$ cat config.mk
export PLATFORM = sky130hd
export DESIGN_NAME = regfile_mp_flat
export DESIGN_NICKNAME = d
export VERILOG_FILES = /design/src/rtl/regfile_mp_pkg.sv /design/src/rtl/regfile_mp_if.sv /design/src/rtl/regfile_dbg_ctrl.sv /design/src/rtl/regfile_mp.sv /design/src/flat_wrapper.sv
export SDC_FILE = /design/constraint.sdc
export NUM_CORES = 2
export LEC_CHECK = 0
export CORE_MARGIN = 3
export CORE_UTILIZATION = 56
export DETAILED_ROUTE_END_ITERATION = 10
export PLACE_DENSITY = 0.77
export SYNTH_ARGS = -nofsm -noshare
export SYNTH_HDL_FRONTEND = slang
export SYNTH_SLANG_ARGS = --single-unit
$ cat constraint.sdc
create_clock -name clk -period 3.7 [get_ports clk]
set_input_delay 0.74 -clock clk [delete_from_list [all_inputs] [get_ports clk]]
set_output_delay 0.74 -clock clk [all_outputs]
set_load 0.005 [all_outputs]
$ cat src/rtl/regfile_mp_pkg.sv
// Shared defaults, zero constants and debug FSM encodings for the multi-port register file.
package regfile_mp_pkg;

    localparam int unsigned DATA_W_DEF = 32;
    localparam int unsigned ADDR_W_DEF = 5;

    localparam logic [ADDR_W_DEF-1:0] REG_ZERO  = '0;
    localparam logic [DATA_W_DEF-1:0] DATA_ZERO = '0;

    typedef enum logic [1:0] {
        DBG_INIT = 2'd0,
        DBG_IDLE = 2'd1,
        DBG_WAIT = 2'd2,
        DBG_DONE = 2'd3
    } dbg_state_e;

endpackage

$ cat src/rtl/regfile_mp_if.sv
// Debug (JTAG) access handshake between the debug module (master) and the register file (slave).
interface regfile_mp_if
    import regfile_mp_pkg::*;
#(
    parameter int unsigned DATA_W = DATA_W_DEF,
    parameter int unsigned ADDR_W = ADDR_W_DEF
) ();

    logic              dbg_req_i;
    logic              dbg_we_i;
    logic [ADDR_W-1:0] dbg_addr_i;
    logic [DATA_W-1:0] dbg_wdata_i;
    logic              dbg_ack_o;
    logic [DATA_W-1:0] dbg_rdata_o;
    logic              dbg_stall_o;

    modport master (
        output dbg_req_i, dbg_we_i, dbg_addr_i, dbg_wdata_i,
        input  dbg_ack_o, dbg_rdata_o, dbg_stall_o
    );

    modport slave (
        input  dbg_req_i, dbg_we_i, dbg_addr_i, dbg_wdata_i,
        output dbg_ack_o, dbg_rdata_o, dbg_stall_o
    );

endinterface

$ cat src/rtl/regfile_dbg_ctrl.sv
// Debug access controller: init/idle/wait/done FSM, starvation counter, stall request, ack and read-data register.
module regfile_dbg_ctrl
    import regfile_mp_pkg::*;
#(
    parameter int unsigned DATA_W     = DATA_W_DEF,
    parameter int unsigned ADDR_W     = ADDR_W_DEF,
    parameter int unsigned DBG_STARVE = 8
) (
    input  logic              clk,
    input  logic              rst_n,
    input  logic              i_sweep_last,
    input  logic              i_core_wr,
    input  logic              i_req,
    input  logic              i_we,
    input  logic [ADDR_W-1:0] i_addr,
    input  logic [DATA_W-1:0] i_rd_data,
    output logic              o_init_done,
    output logic              o_ack,
    output logic              o_stall,
    output logic [DATA_W-1:0] o_rdata,
    output logic              o_mem_we_c
);

    localparam int unsigned     CNT_W   = $clog2(DBG_STARVE + 1);
    localparam logic [CNT_W-1:0] CNT_MAX = CNT_W'(DBG_STARVE);

    dbg_state_e        r_state, w_state_nxt;
    logic [CNT_W-1:0]  r_cnt, w_cnt_nxt;
    logic              r_ack, w_ack_nxt;
    logic              r_stall, w_stall_nxt;
    logic              r_init_done, w_init_nxt;
    logic [DATA_W-1:0] r_rdata, w_rdata_nxt;
    logic              w_accept;

    always_ff @(posedge clk or negedge rst_n) begin
        if (!rst_n) begin
            r_state     <= DBG_INIT;
            r_cnt       <= '0;
            r_ack       <= 1'b0;
            r_stall     <= 1'b0;
            r_init_done <= 1'b0;
            r_rdata     <= '0;
        end else begin
            r_state     <= w_state_nxt;
            r_cnt       <= w_cnt_nxt;
            r_ack       <= w_ack_nxt;
            r_stall     <= w_stall_nxt;
            r_init_done <= w_init_nxt;
            r_rdata     <= w_rdata_nxt;
        end
    end

    // A request is taken only on an edge with no core write enabled.
    always_comb begin
        w_state_nxt = r_state;
        w_cnt_nxt   = r_cnt;
        w_ack_nxt   = 1'b0;
        w_stall_nxt = r_stall;
        w_init_nxt  = r_init_done;
        w_rdata_nxt = r_rdata;
        w_accept    = 1'b0;
        o_mem_we_c  = 1'b0;

        case (r_state)
            DBG_INIT: begin
                if (i_sweep_last) begin
                    w_state_nxt = DBG_IDLE;
                    w_init_nxt  = 1'b1;
                end
            end
            DBG_IDLE: begin
                if (i_req) begin
                    if (!i_core_wr) begin
                        w_accept = 1'b1;
                    end else begin
                        w_state_nxt = DBG_WAIT;
                        w_cnt_nxt   = CNT_W'(1);
                        w_stall_nxt = (CNT_W'(1) == CNT_MAX);
                    end
                end
            end
            DBG_WAIT: begin
                if (i_req && !i_core_wr) begin
                    w_accept = 1'b1;
                end else begin
                    w_cnt_nxt   = (r_cnt == CNT_MAX) ? r_cnt : r_cnt + CNT_W'(1);
                    w_stall_nxt = (w_cnt_nxt == CNT_MAX);
                end
            end
            DBG_DONE: begin
                w_stall_nxt = 1'b0;
                if (!i_req) begin
                    w_state_nxt = DBG_IDLE;
                end
            end
            default: w_state_nxt = DBG_INIT;
        endcase

        if (w_accept) begin
            w_state_nxt = DBG_DONE;
            w_ack_nxt   = 1'b1;
            w_stall_nxt = 1'b0;
            if (i_we) begin
                o_mem_we_c = (i_addr != '0);
            end else begin
                w_rdata_nxt = i_rd_data;
            end
        end
    end

    assign o_init_done = r_init_done;
    assign o_ack       = r_ack;
    assign o_stall     = r_stall;
    assign o_rdata     = r_rdata;

endmodule

$ cat src/rtl/regfile_mp.sv
// Multi-port integer register file with bypass, pending-write scoreboard, sweep clear and debug port.
module regfile_mp
    import regfile_mp_pkg::*;
#(
    parameter int unsigned DATA_W     = DATA_W_DEF,
    parameter int unsigned ADDR_W     = ADDR_W_DEF,
    parameter int unsigned NUM_RD     = 2,
    parameter int unsigned NUM_WR     = 1,
    parameter int unsigned BYPASS     = 1,
    parameter int unsigned DBG_STARVE = 8
) (
    input  logic                     clk,
    input  logic                     rst_n,
    input  logic [NUM_WR-1:0]        w_enable_i,
    input  logic [NUM_WR*ADDR_W-1:0] w_addr_i,
    input  logic [NUM_WR*DATA_W-1:0] w_data_i,
    input  logic [NUM_RD*ADDR_W-1:0] r_addr_i,
    output logic [NUM_RD*DATA_W-1:0] r_data_o,
    output logic [NUM_RD-1:0]        r_busy_o,
    input  logic                     sb_set_i,
    input  logic [ADDR_W-1:0]        sb_addr_i,
    output logic                     init_done_o,
    regfile_mp_if.slave              dbg
);

    localparam int unsigned        NUM_REGS  = 2 ** ADDR_W;
    localparam logic [ADDR_W-1:0]  ADDR_ZERO = ADDR_W'(REG_ZERO);
    localparam logic [DATA_W-1:0]  DZERO     = DATA_W'(DATA_ZERO);

    logic [DATA_W-1:0]   r_mem [NUM_REGS];
    logic [NUM_REGS-1:0] r_busy, w_busy_nxt;
    logic [ADDR_W-1:0]   r_sweep;

    logic [ADDR_W-1:0]   w_waddr [NUM_WR];
    logic [DATA_W-1:0]   w_wdata [NUM_WR];
    logic [NUM_WR-1:0]   w_wvalid;
    logic [ADDR_W-1:0]   w_raddr [NUM_RD];
    logic [DATA_W-1:0]   w_rval  [NUM_RD];
    logic [NUM_RD-1:0]   w_rhit;

    logic                w_init_done, w_sweep_last, w_core_wr, w_dbg_we;
    logic [DATA_W-1:0]   w_dbg_rd;

    // Unpack write ports; a write is effective only after init and to a non-zero address.
    always_comb begin
        for (int p = 0; p < NUM_WR; p++) begin
            w_waddr[p]  = w_addr_i[p*ADDR_W +: ADDR_W];
            w_wdata[p]  = w_data_i[p*DATA_W +: DATA_W];
            w_wvalid[p] = w_init_done && w_enable_i[p] && (w_waddr[p] != ADDR_ZERO);
        end
    end

    assign w_core_wr    = |w_enable_i;
    assign w_sweep_last = !w_init_done && (r_sweep == ADDR_W'(NUM_REGS - 1));

    always_ff @(posedge clk or negedge rst_n) begin
        if (!rst_n) begin
            r_sweep <= '0;
        end else if (!w_init_done) begin
            r_sweep <= r_sweep + ADDR_W'(1);
        end
    end

    // Array carries no reset; the sweep zeroes it one entry per cycle. Higher write port wins.
    always_ff @(posedge clk) begin
        if (!w_init_done) begin
            r_mem[r_sweep] <= DZERO;
        end else begin
            for (int p = 0; p < NUM_WR; p++) begin
                if (w_wvalid[p]) begin
                    r_mem[w_waddr[p]] <= w_wdata[p];
                end
            end
            if (w_dbg_we) begin
                r_mem[dbg.dbg_addr_i] <= dbg.dbg_wdata_i;
            end
        end
    end

    // Scoreboard: writes clear, a same-edge set overrides the clear.
    always_comb begin
        w_busy_nxt = r_busy;
        if (w_init_done) begin
            for (int p = 0; p < NUM_WR; p++) begin
                if (w_wvalid[p]) begin
                    w_busy_nxt[w_waddr[p]] = 1'b0;
                end
            end
            if (sb_set_i && (sb_addr_i != ADDR_ZERO)) begin
                w_busy_nxt[sb_addr_i] = 1'b1;
            end
        end
    end

    always_ff @(posedge clk or negedge rst_n) begin
        if (!rst_n) begin
            r_busy <= '0;
        end else begin
            r_busy <= w_busy_nxt;
        end
    end

    always_comb begin
        r_data_o = '0;
        r_busy_o = '0;
        for (int k = 0; k < NUM_RD; k++) begin
            w_raddr[k] = r_addr_i[k*ADDR_W +: ADDR_W];
            w_rhit[k]  = 1'b0;
            w_rval[k]  = r_mem[w_raddr[k]];
            for (int p = 0; p < NUM_WR; p++) begin
                if ((BYPASS != 0) && w_wvalid[p] && (w_waddr[p] == w_raddr[k])) begin
                    w_rhit[k] = 1'b1;
                    w_rval[k] = w_wdata[p];
                end
            end
            if (!w_init_done || (w_raddr[k] == ADDR_ZERO)) begin
                w_rval[k] = DZERO;
            end
            r_data_o[k*DATA_W +: DATA_W] = w_rval[k];
            r_busy_o[k] = w_init_done && (w_raddr[k] != ADDR_ZERO)
                          && r_busy[w_raddr[k]] && !w_rhit[k];
        end
    end

    assign w_dbg_rd = (dbg.dbg_addr_i == ADDR_ZERO) ? DZERO : r_mem[dbg.dbg_addr_i];

    regfile_dbg_ctrl #(
        .DATA_W     (DATA_W),
        .ADDR_W     (ADDR_W),
        .DBG_STARVE (DBG_STARVE)
    ) u_dbg_ctrl (
        .clk          (clk),
        .rst_n        (rst_n),
        .i_sweep_last (w_sweep_last),
        .i_core_wr    (w_core_wr),
        .i_req        (dbg.dbg_req_i),
        .i_we         (dbg.dbg_we_i),
        .i_addr       (dbg.dbg_addr_i),
        .i_rd_data    (w_dbg_rd),
        .o_init_done  (w_init_done),
        .o_ack        (dbg.dbg_ack_o),
        .o_stall      (dbg.dbg_stall_o),
        .o_rdata      (dbg.dbg_rdata_o),
        .o_mem_we_c   (w_dbg_we)
    );

    assign init_done_o = w_init_done;

endmodule
$ cat src/flat_wrapper.sv
// flat-port wrapper written by rule: the top's interface ports become plain ports
module regfile_mp_flat import regfile_mp_pkg::*;
#(
    parameter int unsigned DATA_W     = DATA_W_DEF,
    parameter int unsigned ADDR_W     = ADDR_W_DEF,
    parameter int unsigned NUM_RD     = 2,
    parameter int unsigned NUM_WR     = 1,
    parameter int unsigned BYPASS     = 1,
    parameter int unsigned DBG_STARVE = 8
)
  (clk, rst_n, w_enable_i, w_addr_i, w_data_i, r_addr_i, r_data_o, r_busy_o, sb_set_i, sb_addr_i, init_done_o, dbg_dbg_req_i, dbg_dbg_we_i, dbg_dbg_addr_i, dbg_dbg_wdata_i, dbg_dbg_ack_o, dbg_dbg_rdata_o, dbg_dbg_stall_o);
  regfile_mp_if #(.DATA_W(DATA_W), .ADDR_W(ADDR_W)) dbg_i ();
  input  logic clk;
  input  logic rst_n;
  input  logic [NUM_WR-1:0] w_enable_i;
  input  logic [NUM_WR*ADDR_W-1:0] w_addr_i;
  input  logic [NUM_WR*DATA_W-1:0] w_data_i;
  input  logic [NUM_RD*ADDR_W-1:0] r_addr_i;
  output logic [NUM_RD*DATA_W-1:0] r_data_o;
  output logic [NUM_RD-1:0] r_busy_o;
  input  logic sb_set_i;
  input  logic [ADDR_W-1:0] sb_addr_i;
  output logic init_done_o;
  input wire logic [$bits(dbg_i.dbg_req_i)-1:0] dbg_dbg_req_i;
  input wire logic [$bits(dbg_i.dbg_we_i)-1:0] dbg_dbg_we_i;
  input wire logic [$bits(dbg_i.dbg_addr_i)-1:0] dbg_dbg_addr_i;
  input wire logic [$bits(dbg_i.dbg_wdata_i)-1:0] dbg_dbg_wdata_i;
  output wire logic [$bits(dbg_i.dbg_ack_o)-1:0] dbg_dbg_ack_o;
  output wire logic [$bits(dbg_i.dbg_rdata_o)-1:0] dbg_dbg_rdata_o;
  output wire logic [$bits(dbg_i.dbg_stall_o)-1:0] dbg_dbg_stall_o;
  assign dbg_i.dbg_req_i = dbg_dbg_req_i;
  assign dbg_i.dbg_we_i = dbg_dbg_we_i;
  assign dbg_i.dbg_addr_i = dbg_dbg_addr_i;
  assign dbg_i.dbg_wdata_i = dbg_dbg_wdata_i;
  assign dbg_dbg_ack_o = dbg_i.dbg_ack_o;
  assign dbg_dbg_rdata_o = dbg_i.dbg_rdata_o;
  assign dbg_dbg_stall_o = dbg_i.dbg_stall_o;
  regfile_mp #(.DATA_W(DATA_W), .ADDR_W(ADDR_W), .NUM_RD(NUM_RD), .NUM_WR(NUM_WR), .BYPASS(BYPASS), .DBG_STARVE(DBG_STARVE)) u_core (.clk(clk), .rst_n(rst_n), .w_enable_i(w_enable_i), .w_addr_i(w_addr_i), .w_data_i(w_data_i), .r_addr_i(r_addr_i), .r_data_o(r_data_o), .r_busy_o(r_busy_o), .sb_set_i(sb_set_i), .sb_addr_i(sb_addr_i), .init_done_o(init_done_o), .dbg(dbg_i));
endmodule
Word-level counts from Yosys, hierarchy flattened
Memory sizes are Yosys's and may differ from the RTL's.
Index checks and enable logic that the tools add are counted.
{ "word_totals": {"regBits": 78, "latch_bits": 0, "mem_bits_rw": 1024, "rom_bits": 0, "input_bits": 95, "out_inout_bits": 101, "mem_count": 1} }
{ "memory_table": {"columns": ["name", "depth", "width", "read_ports", "rd_clocked_by_memory_dff", "wr", "line_no", "text"], "rows": [
  ["u_core.r_mem", 32, 32, 3, 0, 1, "regfile_mp.sv:30", "logic [DATA_W-1:0] r_mem [NUM_REGS];"]
]} }
{ "classes": {"n_addsub": 2, "mul": 0, "div_mod_pow": 0, "order_cmp": 6, "eq_ne": 16, "shifts": 0, "mux": 54, "bitwise_logic": 4, "reduce_logical": 40} }
{ "op_table": {"columns": ["op", "n"], "rows": [
  ["$mux 32", 10],
  ["$reduce_or 32->1", 2],
  ["$and 32x32->32", 1],
  ["$not 32->32", 1],
  ["$or 32x32->32", 1],
  ["$mux 1", 25],
  ["$reduce_bool 5->1", 5],
  ["$lt 5x6->1 const B", 4],
  ["$mux 4", 4],
  ["$logic_and 1x1->1", 15],
  ["$logic_not 5->1", 3],
  ["$ne 3x3->1 const B", 5],
  ["$bmux 1 s5", 2],
  ["$demux 1 s5", 2],
  ["$eq 5x5->1", 2],
  ["$ge 5x1->1 const B", 2],
  ["$mux 2", 5],
  ["$mux 5", 2],
  ["$eq 4x4->1 const B", 2],
  ["$pmux 4 s2", 1],
  ["$reduce_and 4->1", 2],
  ["$reduce_bool 4->1", 2],
  ["$ne 2x2->1 const B", 3],
  ["$pmux 2 s3", 1],
  ["other kinds (14)", 20]
]} }

Longest topological paths before layout
{ "logic_depth": {"ltp_word": 10, "mapped_depth": 9} }

Cells and area by module
Synthesis repeated with hierarchy kept, for this count alone.
{ "hier_totals": {"cells_unflattened": 5694, "hier_area_um2": 70157.3} }
{ "by_module_without_submodules": {"columns": ["module", "n_inst", "cells_per_inst", "area_each_um2"], "rows": [
  ["regfile_mp", 1, 5555, 68304.3],
  ["regfile_dbg_ctrl", 1, 139, 1853.0]
]} }

Worst setup path after synthesis
No wires, ideal clock.
{ "synth_path": {"path_kind": "input to register", "start": "input w_enable_i", "end": "memory u_core.r_mem[16][0] (netlist name) (enable)", "arrival_time_ns": 3.727, "t_required_ns": 3.268, "setup_slack_ns": -0.459, "path_stages": 7, "path_buffers": 2, "cell_sequence": "clkbuf_1 -> and3b_1 -> o2111ai_2 -> nor2_1 -> clkbuf_1 -> nand3_1 -> a21oi_1"} }
{ "synth_between": {"elab_chain_len": 10, "word_cells_on_any_way": 21, "cone_classes": "mux (15); reduce/logical (6)"} }
{ "synth_rtl": {"columns": ["item", "line_no", "text"], "rows": [
  ["start: declaration", "flat_wrapper.sv:15", "input logic [NUM_WR-1:0] w_enable_i;"],
  ["$logic_not 1->1", "regfile_dbg_ctrl.sv:83", "if (i_req && !i_core_wr) begin"],
  ["$logic_and 1x1->1", "regfile_dbg_ctrl.sv:83", null],
  ["$mux 1", "regfile_dbg_ctrl.sv:83", null],
  ["$pmux 1 s2", "regfile_dbg_ctrl.sv:64", "case (r_state)"],
  ["$mux 1", "regfile_dbg_ctrl.sv:99", "if (w_accept) begin"],
  ["$mux 1", "regfile_mp.sv:74", "if (w_dbg_we) begin"],
  ["$mux 1", "regfile_mp.sv:66", "if (!w_init_done) begin"],
  ["$mux 1 (implied by the code)", "regfile_mp.sv:75", "r_mem[dbg.dbg_addr_i] <= dbg.dbg_wdata_i;"],
  ["$reduce_or 32->1 (no line)", null, null],
  ["$mux 5 (no line) or $mux 1 (tied branches)", null, null],
  ["end: declaration", "regfile_mp.sv:30", null]
]} }
Parallel ways exist; a longest one is shown, timed or not.

Worst setup path after layout
{ "layout_path": {"start": "input r_addr_i[0]", "end": "output r_data_o[24]"} }
{ "layout_between": {"elab_chain_len": 4, "word_cells_on_any_way": 7, "cone_classes": "eq/ne (1); mux (2); reduce/logical (3); memory (1)"} }
{ "layout_rtl": {"columns": ["item", "line_no", "text"], "rows": [
  ["start: declaration", "flat_wrapper.sv:18", "input logic [NUM_RD*ADDR_W-1:0] r_addr_i;"],
  ["branches (longest 3 deep; another with $mem_v2 32x32)", null, null],
  ["$mux 32 *", "regfile_mp.sv:116", "if (!w_init_done || (w_raddr[k] == ADDR_ZERO)) begin"],
  ["end: declaration", "flat_wrapper.sv:19", "output logic [NUM_RD*DATA_W-1:0] r_data_o;"]
]} }
Mark *: on every way between the ends.

==> flow_summary_export.csv <==
group,metric,value,unit
final_layout,area.growth.synth_to_final,25.07,%
route,wl_per_cell,41.22,microns
die,ios,196,
timing,fin_ws,-20.28,ps
place,dp_hpwl,141500,microns
grt,grt_pass1_wl,319800,microns
timing,hold_viol,0,
pwr,leakage,25.99,nW
yosys,synth-edff-count,1024,
yosys,ys.flop_type,"edfxtp_1",
run,maxCapViolations,0,
grt,grt_antenna_before_repair,12,
pwr,power_density,529.3,nW/um^2
setup_path,cp_cell_sequence,"buf_16, buf_16, buf_12, buf_12, buf_12, mux4_2, a22o_1, nor2_2, buf_6, nor3_2, a211o_1, buf_2",
timing,min_period,3720,ps
setup_path,cp-endpoint,"r_data_o[24]",
pwr,power,39.61,mW
place,portBuffers,195,
pwr,irDropWorstVdd,0.0005722,V
grt,track_usage,0.4074,
die,chipHeight,332.9,microns
setup_path,worstSetupStartpointType,"input pin",
yosys,synth-seq-area-share,0.5464,
yosys,syn-num-nets,3487,
yosys,ys_seq_elements,1102,
final_layout,nNetsFinal,4100,
place,gp_congestion,0.9652,
setup_path,critPathSlowestCell,"mux4_2",
timing,skew,39.69,ps
route,drt_iter0_markers,7783,
die,coreArea,105700,sq um
die,rows,119,
setup_path,crit_top_cell,"buf_12",
grt,grt-ovfl-total,0,
setup_path,cp.required,2960,ps
setup_path,cp.arrival,2980,ps
yosys,yosys-top-cells-area,"edfxtp_1 51%, mux4_2 31%, dfrtp_1 3.3%",
clocking,cts_hold_buf,0,
clocking,clockBufferDepth,3,
route,firstDrtPassIters,9,
yosys,netlist_area,59840,sq um
final_layout,nFillCells,6264,
setup_path,crit_fanout,7,
status,violations,"negative setup slack",
yosys,avgSynthCellArea,17.69,sq um
grt,grt_pass1_vias,44100,
route,drt_wl_total,226300,microns
timing,tightest_slew,1222,ps
final_layout,final_common_cell,"edfxtp_1",
timing,max_freq,268.8,MHz
yosys,synth_top_area_cell,"edfxtp_1",
worst_hold_path,min_path_type,"in2async",
timing,period_share,1.005,
clocking,cts_tree,"done",
die,fp.dieW,332.9,microns
setup_path,slowest_delay,520,ps
clocking,cts_root_buf,"clkbuf_16",
timing,slew_headroom,0.1855,
clocking,cts_made_buffers,114,
yosys,synthCells,3383,
setup_path,r2r_slack,350,ps
setup_path,worstReg2RegStart,"u_core.u_dbg_ctrl.o_init_done$_DFFE_PN0P_",
setup_path,reg2reg_to,"u_core.r_mem[21][15]$_DFFE_PP_",
clocking,insertion_delay,740,ps
final_layout,multi_input_area,26830,sq um
final_layout,fin_util,0.7080,
route,drcViolationCount,0,
yosys,yosysWarnings,0,
timing,finalSetupViolations,5,
die,start_util,0.5661,
yosys,synth_top_area_frac,0.5138,
setup_path,r2r.worst_path.cells,8,
timing,slew_viol_final,0,
yosys,async_flop_share,0.07078,
final_layout,regArea,32700,sq um
route,vias,43700,
setup_path,end_kind,"output pin",
clocking,cts_htree_levels,3,
route,via_per_inst,7.960,
timing,rsz0062_at_grt,"yes",
clocking,clkTransAtPathRegs,70,ps
final_layout,drive_gt1_frac,0.4554,
setup_path,worstSetupPathType,"in2out",
setup_path,startpoint,"r_addr_i[0]",
status,status,"finished, violations left",
grt,grt_max_degree,129,
final_layout,mostFrequentLayoutCells,"1024 x edfxtp_1, 815 x mux4_2, 365 x buf_4, 167 x buf_12, 141 x nand2_1",
die,die-area,110800,sq um
route,ant_nets,0,
yosys,synth.distinct_cells,61,
clocking,cts.sinks,1102,
-- registers in the layout, summed over array words and instances (netlist names) --
signal / cells
u_core.u_dbg_ctrl.o_rdata: 32
u_core.r_mem: 1024
u_core.u_dbg_ctrl.o_stall: 1
u_core.u_dbg_ctrl.r_state: 2
u_core.u_dbg_ctrl.o_init_done: 1
u_core.u_dbg_ctrl.r_cnt: 4
u_core.r_sweep: 5
u_core.r_busy: 32
u_core.u_dbg_ctrl.o_ack: 1
-- power by group --
part           internal (mW)  leakage (nW)  switching, mW  total (mW)
sequential              15.6          10.6           1.12        16.7
combinational           4.76          13.5           5.81        10.6
clock                   7.33          1.94           5.02        12.4
total                   27.7          26.0           12.0        39.6
-- metal layers --
| layer | part of all wire | GRT usage |
|---|---|---|
| met5 | 0.00043 | 0 |
| met4 | 0.074 | 0.2467 |
| met3 | 0.17 | 0.1710 |
| met2 | 0.45 | 0.6081 |
| met1 | 0.31 | 0.4991 |
-- timing repair --
item | in CTS | in global routing
resized for setup | 349 | 114
pin swaps | 29 | 40
gates cloned | 19 | 1
setup buffers | 136 | 37
endpoints found under the setup margin | 66 | 51
hold endpoints to repair | 0 | 0
-- cells by family (layout without fill, tap and decap cells) --
logic type,count (synthesis),in the layout,synth area share
compound gates,544,544,0.06642
xor+xnor,16,16,0.002342
fa+ha+maj,9,9,0.001882
buf+inv,336,1042,0.02455
flops,1102,1102,0.5464
mux,893,893,0.3205
other cells,0,10,0
simple gates,483,483,0.03789
-- synth_stat cells, types with 3 or more instances --
library cell  number
a211o_1           63
a211oi_1          31
a21o_1             3
a21oi_1           48
a22o_1           107
a22oi_1          132
a31oi_1            4
a32oi_1            5
and2_1             5
and3_1            34
buf_1             23
buf_2             91
buf_6             12
clkbuf_1         190
dfrtp_1           78
edfxtp_1        1024
ha_1               9
inv_1             15
mux2_2            34
mux2i_1           44
mux4_2           815
nand2_1          144
nand2b_1           9
nand3_1           62
nand3b_1           5
nand4_1            9
nor2_1           111
nor2b_1           47
nor3_1            42
nor4_1             3
o211ai_1           3
o21ai_0           60
o21ai_1           26
o22ai_1           37
o311ai_2           3
o31ai_1            6
or2_2              5
or3_1              3
xnor2_1           13
xor2_1             3
-- how the worst min path moves through the flow --
stage	end	from	cells after the start	slack, ps
floorplan	u_core.r_busy[0]$_DFFE_PN0P_	rst_n	0	440
global placement	u_core.r_busy[0]$_DFFE_PN0P_	u_core.r_busy[0]$_DFFE_PN0P_	0	380
detailed placement	u_core.r_busy[0]$_DFFE_PN0P_	u_core.r_busy[0]$_DFFE_PN0P_	0	390
CTS	u_core.u_dbg_ctrl.o_rdata[2]$_DFFE_PN0P_	rst_n	1	150
global route	u_core.r_sweep[2]$_DFFE_PN0N_	rst_n	1	160
finish	u_core.u_dbg_ctrl.o_init_done$_DFFE_PN0P_	rst_n	1	140
-- stage by stage --
| step | worst slack, ps | instance area, sq um | TNS [ps] | hold WS, ps | instances |
|---|---|---|---|---|---|
| final | -20.28 | 74850 | -65.30 | 144.8 | 5490 |
| after global routing | -32.00 | 74820 | -141.6 | 159.7 | 5481 |
| after CTS | -96.23 | 74450 | -602.0 | 148.9 | 5455 |
| after detailed placement | -708.5 | 67760 | -54190 | 389.9 | 5092 |
| after global placement | -726.6 | 67760 | -43680 | 377.2 | 5092 |
| after floorplan | -458.8 | 59890 | -154080 | 441.3 | 3383 |
-- final cells by class --
class,instances,share of cell area
flip-flops and latches,1102,0.4369
clock inverters,56,0.01085
clock buffers,153,0.04243
multi-input cells,1945,0.3584
well taps,1391,0.02325
diodes,10,0.0003343
repair buffers,814,0.1268
inverters,19,0.0009863
-- critical path, delay by kind of cell --
| family | cells | cell delay, ps |
|---|---|---|
| AO/OA/AOI/OAI | 2 | 540 |
| buffers and inverters | 7 | 950 |
| AND/OR/NAND/NOR | 2 | 220 |
| multiplexers | 1 | 520 |
No activity file was read; power rests on OpenSTA's default activity.
